## src/rtl/parity_frame_receiver.sv

```systemverilog
// rtl/parity_frame_receiver.sv - strobed serial receiver for start/4-data/parity/stop frames
module parity_frame_receiver (
    input  logic       clk,
    input  logic       rst,
    input  logic       rx_in,
    input  logic       bit_en,
    input  logic       odd_mode,
    output logic [3:0] data_out,
    output logic       data_valid,
    output logic       parity_err,
    output logic       frame_err,
    output logic       busy
);

    typedef enum logic [1:0] {
        S_IDLE,
        S_DATA,
        S_PARITY,
        S_STOP
    } state_t;

    state_t     state;
    logic [1:0] bit_cnt;
    logic [3:0] shift_data;
    logic       par_bit;
    logic       mode_q;

    // Frame FSM: advances one bit per strobe, publishes results on the stop-bit strobe
    always_ff @(posedge clk) begin
        if (rst) begin
            state      <= S_IDLE;
            bit_cnt    <= 2'd0;
            shift_data <= 4'd0;
            par_bit    <= 1'b0;
            mode_q     <= 1'b0;
            data_out   <= 4'd0;
            data_valid <= 1'b0;
            parity_err <= 1'b0;
            frame_err  <= 1'b0;
            busy       <= 1'b0;
        end else begin
            // data_valid is a single-cycle pulse regardless of strobe spacing
            data_valid <= 1'b0;
            if (bit_en) begin
                case (state)
                    S_IDLE: begin
                        if (!rx_in) begin
                            state   <= S_DATA;
                            bit_cnt <= 2'd0;
                            mode_q  <= odd_mode;
                            busy    <= 1'b1;
                        end
                    end
                    S_DATA: begin
                        shift_data[bit_cnt] <= rx_in;
                        bit_cnt             <= bit_cnt + 2'd1;
                        if (bit_cnt == 2'd3) begin
                            state <= S_PARITY;
                        end
                    end
                    S_PARITY: begin
                        par_bit <= rx_in;
                        state   <= S_STOP;
                    end
                    S_STOP: begin
                        data_out   <= shift_data;
                        // Odd mode inverts the even-parity check result
                        parity_err <= (^shift_data) ^ par_bit ^ mode_q;
                        frame_err  <= ~rx_in;
                        data_valid <= 1'b1;
                        busy       <= 1'b0;
                        state      <= S_IDLE;
                    end
                    default: begin
                        state <= S_IDLE;
                        busy  <= 1'b0;
                    end
                endcase
            end
        end
    end

endmodule

```

## config.mk

```make
export PLATFORM = sky130hd
export DESIGN_NAME = parity_frame_receiver
export DESIGN_NICKNAME = d
export VERILOG_FILES = /design/src/rtl/parity_frame_receiver.sv
export SDC_FILE = /design/constraint.sdc
export NUM_CORES = 1
export LEC_CHECK = 0
export BUFFER_PORTS_ARGS = -buffer_cell sky130_fd_sc_hd__buf_4
export CAP_MARGIN = 15
export CORE_MARGIN = 2
export CORE_UTILIZATION = 48
export DETAILED_ROUTE_END_ITERATION = 8
export PLACE_DENSITY = 0.72
export SLEW_MARGIN = 25
export SYNTH_ARGS = -nofsm -noshare
export SYNTH_HDL_FRONTEND = slang
export SYNTH_SLANG_ARGS = --single-unit
export TNS_END_PERCENT = 5
```

## constraint.sdc

```tcl
create_clock -name clk -period 1.6 [get_ports clk]
set_clock_uncertainty 0.15 [all_clocks]
set_input_delay 0.32 -clock clk [delete_from_list [all_inputs] [get_ports clk]]
set_output_delay 0.32 -clock clk [all_outputs]
set_load 0.1 [all_outputs]
```

Yosys cells after proc, flatten, opt, wreduce, memory -nomap -nowiden
Index checks and enable logic that the tools add are counted.

$add $sub $neg: 1. Magnitude comparators: 2. Equal/unequal tests: 6. Multiplexer cells: 11. Bitwise operators: 4. Reduce and logical (&&, ||, !) cells: 13.

Operators by type and width (number): AND reduction 3 bit (4); one-hot mux 2 bit (4 select lines) (1); equality test 2 bit, second input constant (3); 2-to-1 mux 2 bit (3); AND reduction 2 bit (3); bitwise mux 4 bit (1); != test 2 bit, second input constant (2); one-hot mux 2 bit (2 select lines) (1); nonzero test 2 bit (2); parity 4 bit (1); < comparator 2 x 3 -> 1 bit, second input constant (1); 2-to-1 mux 1 bit (3); adder 2 x 1 -> 2 bit, second input constant (1); demux 1 bit (select 2 bit) (1); equality test 2 x 1 -> 1 bit, second input constant (1); >= comparator 2 x 1 -> 1 bit, second input constant (1); logical NOT 2 bit (1); NOT 1 bit (2); one-hot mux 1 bit (2 select lines) (1); OR reduction 2 bit (1); XOR 1 bit (2); logical AND 1 bit (1).

Register bits: 18. Bits of input ports: 5.

Logic depth before layout (Yosys ltp)
Depth in word-level cells: 5. Depth in mapped cells: 6.

Worst setup path after synthesis
No wires, ideal clock.

Path type: register -> register. Start point: reg state[0]. End point: reg bit_cnt[1]. Setup time: 0.065 ns. Data arrival time: 1.412 ns. Required time: 1.385 ns. Slack: -0.027 ns. Stages on the path, launching flop included: 7. Path buffers: 0. Clock period less this slack: 1.627 ns. Cells stage by stage: dfxtp_1 > inv_1 > ha_1 > nor2b_1 > o21ai_1 > mux2_2 > nor2_1.

Word-level cells in the longest chain between the ends: 3. Elaborated cells between the ends (all ways): 6. Classes of those cells: eq/ne (2); mux (1); reduce/logical (3).

Ends and longest elaborated chain: from (decl) (line 22) `state_t state;`; from (signal assigned) (line 31) `state <= S_IDLE;`; from (signal assigned) (line 48) `state <= S_DATA;`; from (signal assigned) (line 58) `state <= S_PARITY;`; equality test 2 x 1 -> 1 bit or logical NOT 2 bit (tied branches) (line 45) `case (state)`; nonzero test 2 bit (no source line) or != test 2 bit (tied branches); AND reduction 3 bit (no source line); to (signal assigned) (line 56) `bit_cnt <= bit_cnt + 2'd1;`; to (decl) (line 23) `logic [1:0] bit_cnt;`.

Parallel ways exist; a longest one is shown, timed or not. A chain may end at the register's enable or synchronous reset.

Worst setup path after layout
Same ends and word-level chain as after synthesis.

==> impl_metrics.tcl <==
set metrics [dict create \
    hp-class "in2reg" \
    grt_max_degree 19 \
    design.die.area_mm2 0.002211 \
    ir_drop_uv 532.9 \
    synth-simple-area-share_pct 18.59 \
    ant_nets 0 \
    slowest_stage "dfxtp_2" \
    ys_warn_count 0 \
    cap_violations 0 \
    rsz0062_at_grt "yes" \
    grt_pass1_wl_um 2601 \
    routed_wl_um 1762 \
    clock_latency_ps 290 \
    min_period_ps 1525 \
    numCtsBuffers 3 \
    synth_edf_count 0 \
    status "finished clean" \
    drt-initial-drc-count 6 \
    finalCritPeriodShare_pct 95.29 \
    ys.flop_type "dfxtp_1" \
    io_pins 13 \
    vias 701 \
    crit_required_ps 1690 \
    placed_cells 136 \
    slew_viol_final 0 \
    htree_num_levels 1 \
    synthTopCellsByArea "dfxtp_1, ha_1, mux2i_1, nand2_1, nor2_1" \
    cts_hold_buf 0 \
    synth_compound_area_share_pct 10.28 \
    first_pass_iters 3 \
    netlist_top_cells_count "dfxtp_1, nand2_1, nor2_1, ha_1, a21oi_1" \
    max_freq_ghz 0.6559 \
    yosysUniqueCellTypes 23 \
    fp.dieW_um 47.02 \
    antenna_found_initial 0 \
    synth_top_area_cell "dfxtp_1" \
    num_rows 15 \
    clk_pin_slew_ps 110 \
    cp_cell_sequence "inv_2 -> ha_4 -> nor2b_1 -> o21ai_2 -> mux2_4 -> nor2_1" \
    fin_nets 132 \
    syn-mean-instance-area_um2 8.796 \
    netlist_area_um2 888.4 \
    cpPeakStageDelay_ps 380 \
    critPathLaunchType "register" \
    stdcell_count 142 \
    synth_top_area_share_pct 40.56 \
    place.gp.congestion 0.7881 \
    synth_fa_ha_area_share_pct 12.68 \
    p_leak_nw 0.4615 \
    synth_xor_area_share_pct 4.930 \
    portBuffers 12 \
    synth_top_family_by_area "simple AND/OR/NAND/NOR gates" \
    worst_pin_slew_ps 372.3 \
    drive_gt1_share_pct 27.35 \
    grt.total_usage_pct 17.36 \
    critPathMaxFanout 6 \
    wl_per_cell_um 12.41 \
    end_kind "register" \
    grt_overflow 0 \
    cts_root_buf "clkbuf_4" \
    vias_per_cell 4.937 \
    area_growth_pct 22.68 \
    grt_pass1_vias 655 \
    synthCells 101 \
    cp.arrival_ps 1610 \
    relSlewSlack_pct 74.54 \
    hold_violations 0 \
    initial_core_util_pct 51.45 \
    p_per_area_mw_per_mm2 859.1 \
    multiInputGateArea_um2 509.2 \
    setup_viol_count_final 0 \
    clock_sinks 18 \
    fin_setup_tns_ps 0 \
    synth.area.mux_share_pct 8.028 \
    synth_nets 115 \
    coreArea_mm2 0.001727 \
    p_total_mw 0.9363 \
    ys_seq_area_share_pct 40.56 \
    cts_tree "built" \
    clockBufferDepth 2 \
    fill_cells 158 \
    register_area_um2 362.8 \
    worst-setup-path-type "reg2reg" \
    n_antenna_cell 0 \
    die_y_um 47.02 \
    drc 0 \
    dp_hpwl_um 1260 \
    synth_seq_cells 18 \
    post-synth-top-count-cell "dfxtp_1" \
    ys_async_sr_fraction_pct 0 \
]
[kinds of logic after synthesis]
kind of cell	after synthesis
xor gates and xnor gates	5
DFF	18
adders and majority gates	9
buffers and inverters	11
AOI/OAI and AO/OA	13
muxes	7
and+or+nand+nor	38
[state kept, by name, indices dropped and copies added, names as in the netlist, 2 cells and up]
signal,count
bit_cnt,2
data_out,4
shift_data,4
state,2
[final timing paths]
kind / startpoint / end / slack (ps) / cells past startpoint
max: state[0] / bit_cnt[1] / 80 / 6
min reg2reg: data_out[2] / data_out[2] / 310 / 2
max reg2reg: state[0] / bit_cnt[1] / 80 / 6
min: odd_mode / mode_q / 100 / 3
[layout make-up]
class                           instances  area share (%)
Timing Repair Buffer                   17           11.71
Inverter                                6           2.067
Tap cell                               25           2.870
Multi-Input combinational cell         72           46.73
Sequential cell                        18           33.29
Clock buffer                            4           3.329
[where the power goes]
part	leakage (nW)	internal [mW]	switching, mW
logic	0.294	0.0747	0.100
registers	0.146	0.462	0.0116
clock network	0.0210	0.139	0.150
total	0.462	0.675	0.261
[metrics by stage]
step                hold slack [ps]  setup slack (ps)  util [%]  cell area, um^2
floorplan                     298.8             24.83         -            890.9
finish                        102.1             75.28     63.12             1090
detailed placement            297.8            -32.76     58.70             1013
CTS                           93.52             23.55     61.30             1059
global placement              292.3             23.76     58.70             1013
global route                  93.43            -27.54     63.12             1090
[worst max-delay path, delay by kind of cell, from the launching register on]
kind / cells / cell delay [ps]
AO/OA/AOI/OAI: 1 / 180
adder cells (fa/ha/maj): 1 / 170
buffers and inverters: 1 / 60
flip-flops: 1 / 380
multiplexers: 1 / 310
AND/OR/NAND/NOR: 2 / 220
[per-layer routing]
metal	up-vias	routed length, um	GRT usage (%)
met5	-	0	0
met4	0	13	8.889
met3	2	34	4.615
met2	9	917	29.86
met1	328	796	19.63
li1	362	-	-
[layout by cell type, fill, tap and decap left out, types with 3 or more instances in the layout]
cell and count:
clkbuf_4 3, nand3_1 5, nor2_1 13, a21oi_1 7
inv_1 4, mux2i_1 6, buf_4 17, ha_1 7
nand2_1 13, dfxtp_1 16, xnor2_1 5
[repair_timing]
action | 4_1_cts | 5_1_grt
endpoints found under the setup margin | 1 | 3
pin swaps | 0 | 1
setup buffers | 1 | 1
resized for setup | 1 | 8
No activity file was read; power rests on OpenSTA's default activity.
